## src/rtl/lcd_bus_receiver_if.sv

```systemverilog
// LCD 4-bit bus plus decoded-result signals shared by the controller side and the receiver.
interface lcd_bus_receiver_if;
  logic       iLCD_Enabled;
  logic       iLCD_RegisterSelect;
  logic       iLCD_ReadWrite;
  logic [3:0] iLCD_Data;
  logic [7:0] oByte;
  logic       oIsData;
  logic       oByteValid;
  logic       oFourBitMode;
  logic [6:0] oCursorAddr;
  logic       oPulseError;
  logic       oProtocolError;

  modport master (
    output iLCD_Enabled, iLCD_RegisterSelect, iLCD_ReadWrite, iLCD_Data,
    input  oByte, oIsData, oByteValid, oFourBitMode, oCursorAddr, oPulseError, oProtocolError
  );

  modport slave (
    input  iLCD_Enabled, iLCD_RegisterSelect, iLCD_ReadWrite, iLCD_Data,
    output oByte, oIsData, oByteValid, oFourBitMode, oCursorAddr, oPulseError, oProtocolError
  );
endinterface

```

## src/rtl/lcd_bus_receiver.sv

```systemverilog
// HD44780-style 4-bit bus decoder: init tracking, nibble pairing, shadow cursor, error flags.
module lcd_bus_receiver #(
  parameter int unsigned MIN_E_HIGH     = 12,
  parameter int unsigned NIBBLE_TIMEOUT = 50000
) (
  input logic Clock,
  input logic Reset,
  lcd_bus_receiver_if.slave bus
);

  localparam int unsigned EW = $clog2(MIN_E_HIGH + 1);
  localparam int unsigned TW = $clog2(NIBBLE_TIMEOUT + 1);

  typedef enum logic [1:0] {INIT8, HIGH, LOW} state_t;

  state_t        state;
  logic          e_r;
  logic          rs_r;
  logic          rw_r;
  logic [3:0]    d_r;
  logic [EW-1:0] e_cnt;
  logic [TW-1:0] to_cnt;
  logic [1:0]    init_cnt;
  logic [3:0]    hi;
  logic          hi_rs;
  logic          inc_mode;

  logic       fall_c;
  logic       width_ok_c;
  logic       nibble_ok_c;
  logic [7:0] asm_byte_c;

  assign fall_c      = e_r & ~bus.iLCD_Enabled;
  assign width_ok_c  = (e_cnt >= EW'(MIN_E_HIGH));
  assign nibble_ok_c = fall_c & width_ok_c & ~rw_r;
  assign asm_byte_c  = {hi, d_r};

  // One-step cursor move with the 2x40 line wrap.
  function automatic logic [6:0] cursor_step(input logic [6:0] addr, input logic inc);
    if (inc) begin
      if (addr == 7'h27) return 7'h40;
      if (addr == 7'h67) return 7'h00;
      return addr + 7'd1;
    end
    if (addr == 7'h00) return 7'h67;
    if (addr == 7'h40) return 7'h27;
    return addr - 7'd1;
  endfunction

  // Input sampling and saturating E-high width counter.
  always_ff @(posedge Clock or posedge Reset) begin
    if (Reset) begin
      e_r   <= 1'b0;
      rs_r  <= 1'b0;
      rw_r  <= 1'b0;
      d_r   <= 4'h0;
      e_cnt <= '0;
    end else begin
      e_r  <= bus.iLCD_Enabled;
      rs_r <= bus.iLCD_RegisterSelect;
      rw_r <= bus.iLCD_ReadWrite;
      d_r  <= bus.iLCD_Data;
      if (!bus.iLCD_Enabled)
        e_cnt <= '0;
      else if (e_cnt != EW'(MIN_E_HIGH))
        e_cnt <= e_cnt + EW'(1);
    end
  end

  // Protocol FSM, byte assembly, cursor shadow and registered pulses.
  always_ff @(posedge Clock or posedge Reset) begin
    if (Reset) begin
      state              <= INIT8;
      init_cnt           <= 2'd0;
      to_cnt             <= '0;
      hi                 <= 4'h0;
      hi_rs              <= 1'b0;
      inc_mode           <= 1'b1;
      bus.oByte          <= 8'h00;
      bus.oIsData        <= 1'b0;
      bus.oByteValid     <= 1'b0;
      bus.oFourBitMode   <= 1'b0;
      bus.oCursorAddr    <= 7'h00;
      bus.oPulseError    <= 1'b0;
      bus.oProtocolError <= 1'b0;
    end else begin
      bus.oByteValid     <= 1'b0;
      bus.oPulseError    <= 1'b0;
      bus.oProtocolError <= 1'b0;

      if (fall_c && !width_ok_c)
        bus.oPulseError <= 1'b1;
      else if (fall_c && rw_r)
        bus.oProtocolError <= 1'b1;

      case (state)
        INIT8: begin
          if (nibble_ok_c) begin
            if (!rs_r && d_r == 4'h3) begin
              if (init_cnt != 2'd3) init_cnt <= init_cnt + 2'd1;
            end else if (!rs_r && d_r == 4'h2 && init_cnt == 2'd3) begin
              state            <= HIGH;
              bus.oFourBitMode <= 1'b1;
            end else begin
              bus.oProtocolError <= 1'b1;
            end
          end
        end
        HIGH: begin
          if (nibble_ok_c) begin
            hi     <= d_r;
            hi_rs  <= rs_r;
            to_cnt <= '0;
            state  <= LOW;
          end
        end
        LOW: begin
          if (nibble_ok_c) begin
            state <= HIGH;
            if (rs_r != hi_rs) begin
              bus.oProtocolError <= 1'b1;
            end else begin
              bus.oByte      <= asm_byte_c;
              bus.oIsData    <= hi_rs;
              bus.oByteValid <= 1'b1;
              if (hi_rs)
                bus.oCursorAddr <= cursor_step(bus.oCursorAddr, inc_mode);
              else if (asm_byte_c == 8'h01 || asm_byte_c == 8'h02 || asm_byte_c == 8'h03)
                bus.oCursorAddr <= 7'h00;
              else if (asm_byte_c[7:2] == 6'b000001)
                inc_mode <= asm_byte_c[1];
              else if (asm_byte_c[7])
                bus.oCursorAddr <= asm_byte_c[6:0];
            end
          end else if (to_cnt == TW'(NIBBLE_TIMEOUT - 1)) begin
            bus.oProtocolError <= 1'b1;
            state              <= HIGH;
          end else begin
            to_cnt <= to_cnt + TW'(1);
          end
        end
        default: state <= INIT8;
      endcase
    end
  end

endmodule

```

## src/flat_wrapper.sv

```systemverilog
// flat-port wrapper written by rule: the top's interface ports become plain ports
module lcd_bus_receiver_flat 
#(
  parameter int unsigned MIN_E_HIGH     = 12,
  parameter int unsigned NIBBLE_TIMEOUT = 50000
)
  (Clock, Reset, bus_iLCD_Enabled, bus_iLCD_RegisterSelect, bus_iLCD_ReadWrite, bus_iLCD_Data, bus_oByte, bus_oIsData, bus_oByteValid, bus_oFourBitMode, bus_oCursorAddr, bus_oPulseError, bus_oProtocolError);
  lcd_bus_receiver_if bus_i ();
  input logic Clock;
  input logic Reset;
  input wire logic [$bits(bus_i.iLCD_Enabled)-1:0] bus_iLCD_Enabled;
  input wire logic [$bits(bus_i.iLCD_RegisterSelect)-1:0] bus_iLCD_RegisterSelect;
  input wire logic [$bits(bus_i.iLCD_ReadWrite)-1:0] bus_iLCD_ReadWrite;
  input wire logic [$bits(bus_i.iLCD_Data)-1:0] bus_iLCD_Data;
  output wire logic [$bits(bus_i.oByte)-1:0] bus_oByte;
  output wire logic [$bits(bus_i.oIsData)-1:0] bus_oIsData;
  output wire logic [$bits(bus_i.oByteValid)-1:0] bus_oByteValid;
  output wire logic [$bits(bus_i.oFourBitMode)-1:0] bus_oFourBitMode;
  output wire logic [$bits(bus_i.oCursorAddr)-1:0] bus_oCursorAddr;
  output wire logic [$bits(bus_i.oPulseError)-1:0] bus_oPulseError;
  output wire logic [$bits(bus_i.oProtocolError)-1:0] bus_oProtocolError;
  assign bus_i.iLCD_Enabled = bus_iLCD_Enabled;
  assign bus_i.iLCD_RegisterSelect = bus_iLCD_RegisterSelect;
  assign bus_i.iLCD_ReadWrite = bus_iLCD_ReadWrite;
  assign bus_i.iLCD_Data = bus_iLCD_Data;
  assign bus_oByte = bus_i.oByte;
  assign bus_oIsData = bus_i.oIsData;
  assign bus_oByteValid = bus_i.oByteValid;
  assign bus_oFourBitMode = bus_i.oFourBitMode;
  assign bus_oCursorAddr = bus_i.oCursorAddr;
  assign bus_oPulseError = bus_i.oPulseError;
  assign bus_oProtocolError = bus_i.oProtocolError;
  lcd_bus_receiver #(.MIN_E_HIGH(MIN_E_HIGH), .NIBBLE_TIMEOUT(NIBBLE_TIMEOUT)) u_core (.Clock(Clock), .Reset(Reset), .bus(bus_i));
endmodule
```

## config.mk

```make
export PLATFORM = sky130hd
export DESIGN_NAME = lcd_bus_receiver_flat
export DESIGN_NICKNAME = d
export VERILOG_FILES = /design/src/rtl/lcd_bus_receiver_if.sv /design/src/rtl/lcd_bus_receiver.sv /design/src/flat_wrapper.sv
export SDC_FILE = /design/constraint.sdc
export NUM_CORES = 1
export LEC_CHECK = 0
export ABC_CLOCK_PERIOD_IN_PS = 2050
export BUFFER_PORTS_ARGS = -buffer_cell sky130_fd_sc_hd__buf_2
export CORE_ASPECT_RATIO = 0.7
export CORE_MARGIN = 2
export CORE_UTILIZATION = 45
export DETAILED_ROUTE_END_ITERATION = 7
export PLACE_DENSITY = 0.66
export SYNTH_ARGS = -nofsm -noshare
export SYNTH_HDL_FRONTEND = slang
export SYNTH_SLANG_ARGS = --single-unit
```

## constraint.sdc

```tcl
create_clock -name Clock -period 2.05 [get_ports Clock]
set_input_delay 0.3075 -clock Clock [delete_from_list [all_inputs] [get_ports Clock]]
set_output_delay 0.3075 -clock Clock [all_outputs]
set_load 0.02 [all_outputs]
```

# Word level (Yosys, flattened, before mapping)
# Index checks and enable logic that the tools add are counted.
# Widths: inputs -> output; s select.
dict set report op_classes {
  n_reduce_logical 21
  n_eq_ne 25
  mux 71
  magnitude_cmp 1
  add_sub_neg 5
  bitwise_logic 9
}
# cell count
set op_table {}
lappend op_table {{$mux 7} 14}
lappend op_table {{$mux 16} 3}
lappend op_table {{$mux 1} 43}
lappend op_table {{$pmux 16 s2} 1}
lappend op_table {{$add 16x1->16 const B} 1}
lappend op_table {{$eq 16x16->1 const B} 1}
lappend op_table {{$eq 8x2->1 const B} 2}
lappend op_table {{$eq 7x7->1 const B} 2}
lappend op_table {{$mux 2} 6}
lappend op_table {{$reduce_and 4->1} 3}
lappend op_table {{$reduce_and 5->1} 2}
lappend op_table {{$eq 4x2->1 const B} 2}
lappend op_table {{$eq 8x1->1 const B} 1}
lappend op_table {{$mux 4} 2}
lappend op_table {{$ne 2x1->1 const B} 4}
lappend op_table {{$ne 2x2->1 const B} 4}
lappend op_table {{$add 7x1->7 const B} 1}
lappend op_table {{$eq 7x6->1 const B} 1}
lappend op_table {{$logic_not 7->1} 1}
lappend op_table {{$sub 7x1->7 const B} 1}
lappend op_table {{$eq 6x1->1 const B} 1}
lappend op_table {{$ne 3x1->1 const B} 2}
lappend op_table {{$not 1->1} 6}
lappend op_table {{$pmux 2 s3} 1}
lappend op_table {{other kinds (18)} 27}
dict set report totals {
  out_inout_bits 20
  reg_bits 57
  word_cells 150
  input_bits 9
}

# Longest topological paths before layout
dict set report logic_depth {
  ltp_word 22
  ltp_mapped 8
  ltp_nobuf 7
}

# Worst setup path after synthesis
# Ideal clock, no wire load.
dict set report synth_timing {
  path_kind {register to register}
  startpoint {reg u_core.hi_rs}
  endpoint {reg u_core.bus.oByte[0]}
  setup_time_ns 0.125
  path_buffers 2
  path_stages_with_launch 7
  period_less_slack_ns 1.997
  path_slack_ns 0.053
  t_required_ns 1.925
  arrival_time_ns 1.872
  cell_sequence {dfrtp_1 clkbuf_1 inv_1 ha_1 nor4_2 buf_2 mux2_2}
}
dict set report synth_via {
  elab_chain_len 3
}
# element line_no
set synth_rtl {}
lappend synth_rtl {{start, declared} lcd_bus_receiver.sv:25} ;# logic hi_rs;
lappend synth_rtl {{start signal, assigned} lcd_bus_receiver.sv:112} ;# hi_rs <= rs_r;
lappend synth_rtl {{$ne 1x1->1} lcd_bus_receiver.sv:120} ;# if (rs_r != hi_rs) begin
lappend synth_rtl {{$not 1->1 (no line)} --}
lappend synth_rtl {{$reduce_and 3->1 (no line)} --}
lappend synth_rtl {{end signal, assigned} lcd_bus_receiver.sv:123} ;# bus.oByte <= asm_byte_c;
lappend synth_rtl {{end, declared} lcd_bus_receiver_if.sv:22} ;# output oByte, oIsData, oByteValid, oFourBitMode, oCursorAddr, oPulseError, oProtocolError
# No other way between the ends.
# A chain may end at the register's enable or synchronous reset.

# Worst setup path in the final report
dict set report layout_timing {
  startpoint {reg u_core.hi[0]}
  endpoint {reg u_core.bus.oCursorAddr[6]}
}
dict set report layout_via {
  elab_chain_len 5
  elab_cells_between_ends 11
  classes_between {5 x eq/ne; 2 x mux; 4 x reduce/logical}
}
# element line_no
set layout_rtl {}
lappend layout_rtl {{start, declared} lcd_bus_receiver.sv:24} ;# logic [3:0] hi;
lappend layout_rtl {{start signal, assigned} lcd_bus_receiver.sv:111} ;# hi <= d_r;
lappend layout_rtl {{$eq 8x1->1 or $eq 8x2->1 (tied branches)} lcd_bus_receiver.sv:128} ;# else if (asm_byte_c == 8'h01 || asm_byte_c == 8'h02 || asm_byte_c == 8'h03)
lappend layout_rtl {{$logic_or 1x1->1 (2 in a row)} lcd_bus_receiver.sv:128}
lappend layout_rtl {{$ne 3x1->1 (no line) (tied with other cells)} --}
lappend layout_rtl {{$reduce_and 5->1 (no line) or $mux 7 (tied branches)} --}
lappend layout_rtl {{end signal, assigned} lcd_bus_receiver.sv:127} ;# bus.oCursorAddr <= cursor_step(bus.oCursorAddr, inc_mode);
lappend layout_rtl {{end signal, assigned} lcd_bus_receiver.sv:133} ;# bus.oCursorAddr <= asm_byte_c[6:0];
lappend layout_rtl {{end, declared} lcd_bus_receiver_if.sv:22}
# Several ways; a longest one is shown, not always the timed one.

==> impl_metrics.json <==
{
  "synth_cells": 287,
  "clock.fmax_ghz": 0.529,
  "cp_slowest_stage_delay_ns": 0.49,
  "setup.worst_path.end_class": "flop",
  "criticalPathCategory": "flop to flop",
  "clk-insertion-delay-late_ns": 0.34,
  "leakage_nw": 1.71,
  "power.density_nw_per_um2": 802,
  "grt_max_degree": 58,
  "portBuffers": 28,
  "cts_tree": "done",
  "tns_ns": 0,
  "die_y_um": 71.7,
  "final_cell_mix": "dfrtp_1 (56), nor2_1 (29), buf_2 (28), nand2_1 (24)",
  "hpwl_mm": 4.35,
  "cp_data_required_time_ns": 2.27,
  "ir_worst_vdd_v": 0.000439,
  "fin_crit_sh": 0.921,
  "grt_pass1_vias": 2179,
  "routed_wirelength_mm": 6.10,
  "synthArstFlopShare": 1.00,
  "yosys_warnings": 0,
  "insertedDiodeCount": 0,
  "rsz0062_at_grt": "false",
  "synthTopCellsByArea": "dfrtp_1 (48%), mux2_2 (5.4%), nor2_1 (3.7%)",
  "yosys.area.top_type": "dfrtp_1",
  "ios": 29,
  "routed_via_density": 5.44,
  "status": "completed",
  "syn_area_um2": 2940,
  "fin_worst_skew_ns": 0.00801,
  "grt_usage": 0.193,
  "start_util": 0.469,
  "num_vias": 2224,
  "crit_fanout": 4,
  "crit_slowest_cell": "or4b_1",
  "synth-seq-cells": 57,
  "nets": 342,
  "syn-num-nets": 303,
  "grt_pass1_wl_mm": 10.6,
  "antenna_found_initial": 0,
  "cts_root_buf": "clkbuf_8",
  "htree_num_levels": 3,
  "ys_seq_area_frac": 0.485,
  "ant_nets": 0,
  "post_route_cells_drive_above_1_share": 0.266,
  "wire_per_inst_um": 14.9,
  "r2r_slack_ns": 0.16,
  "gp_congestion": 0.883,
  "grt_overflow_total": 0,
  "synth_top_area_share": 0.476,
  "synth_ff_type": "dfrtp_1",
  "crit_arrival_ns": 2.11,
  "cts_setup_buffers": 0,
  "fin_crit_ns": 1.89,
  "slew_headroom": 0.737,
  "coreArea_um2": 6280,
  "final_common_cell": "dfrtp_1",
  "drc": 0,
  "drt_iter0_markers": 94,
  "cap_violations": 0,
  "cts.sinks": 57,
  "synth_area_per_cell_um2": 10.3,
  "fillCellCount": 535,
  "ys_types": 56,
  "placed_area_um2": 3240,
  "synth-edff-count": 0,
  "worst_pin_slew_ns": 0.393,
  "cts_buffer_depth": 2,
  "clkTransAtPathRegs_ns": 0.07,
  "die_area_um2": 7210,
  "dieWidth_um": 101,
  "rows": 24,
  "syn2layout_area_growth_pct": 18.4,
  "cts_resized": 0,
  "min_path_type": "input pin to asynchronous set/reset pin",
  "worst_setup_path_start_kind": "flop",
  "timing.final.setup_violations": 0,
  "hold_buffers": 0,
  "hold_violations": 0,
  "stdcell_area_um2": 3480,
  "cts_buffers": 9,
  "drv_slew": 0,
  "dr.pass1.iters": 4,
  "path_cells": "or3_4, o31a_1, or4b_1, o21ai_2, nor3_2"
}
-- logic make-up (layout without fill, tap and decap cells) --
group                      after synthesis  count (layout)  share of synthesized area
muxes                                   19              19                     0.0706
adders and majority gates                7               7                     0.0298
buffers and inverters                   26              70                     0.0357
AOI/OAI and AO/OA                       49              49                      0.111
and+or+nand+nor                        113             113                      0.220
DFF                                     57              57                      0.485
xor gates and xnor gates                16              16                     0.0476
-- cell usage after synthesis, types with 3 or more instances --
cell type and instances:
o21ai_0 9, dfrtp_1 56, inv_1 11, clkbuf_1 11
nor4_2 3, a22oi_1 3, nand2_1 24, a31oi_1 4
and3_1 5, nand2b_1 4, buf_2 3, ha_1 7
mux2_2 14, mux2i_1 5, nand4b_1 3, a21oi_1 12
xnor2_1 5, nand4_1 6, nand3_1 14, xor2_1 11
nor2b_1 3, nor2_1 29
-- critical path, delay by kind of cell (launching register included) --
kind	cells	cell delay, ns
and+or+nand+nor	3	0.93
DFF	1	0.43
AOI/OAI and AO/OA	2	0.41
-- area by class of cell --
type	count	area [um^2]	share of cell area
multi-input cells	204	1410	0.405
repair buffers	43	265	0.0761
clock buffers	9	124	0.0355
inverters	11	41.3	0.0118
well taps	78	97.6	0.0280
clock inverters	7	119	0.0341
flip-flops and latches	57	1430	0.410
-- layer usage --
metal,up-vias,GRT usage,part of all wire
met5,-,0,0
met4,0,0.0548,0.011
met3,7,0.0722,0.047
met2,47,0.261,0.42
met1,1071,0.288,0.52
li1,1099,-,-
-- metrics by stage --
step	cells	utilization	hold slack (ns)	worst slack, ns	total power, mW
2_1_floorplan	287	-	0.339	0.0532	1.47
3_3_place_gp	393	0.517	0.387	0.220	1.54
3_5_place_dp	393	0.517	0.398	0.198	1.54
4_1_cts	409	0.555	0.0269	0.166	2.83
5_1_grt	409	0.555	0.0365	0.0603	2.92
6_report	409	0.555	0.0237	0.161	2.80
-- final timing paths --
kind | from | to | cells past startpoint
setup / recovery | u_core.hi[0] | u_core.bus.oCursorAddr[6] | 5
hold / removal | Reset | u_core.to_cnt[14] | 3
setup reg to reg | u_core.hi[0] | u_core.bus.oCursorAddr[6] | 5
hold reg to reg | u_core.bus.oFourBitMode | u_core.bus.oFourBitMode | 1
max in group asynchronous | Reset | u_core.inc_mode | 3
min in group Clock | bus_iLCD_Data[1] | u_core.d_r[1] | 1
-- report_power, final --
part,internal [mW],leakage [nW],switching [mW]
clock network,0.806,0.115,0.471
logic,0.110,0.843,0.116
registers,1.20,0.756,0.0948
-- flip-flops by register name, summed over array words and instances (netlist names), 2 cells and up --
signal	count
u_core.init_cnt	2
u_core.to_cnt	16
u_core.state	2
u_core.d_r	4
u_core.bus.oCursorAddr	7
u_core.e_cnt	4
u_core.hi	4
u_core.bus.oByte	8
Note: power is estimated with default switching activity, not from simulation.
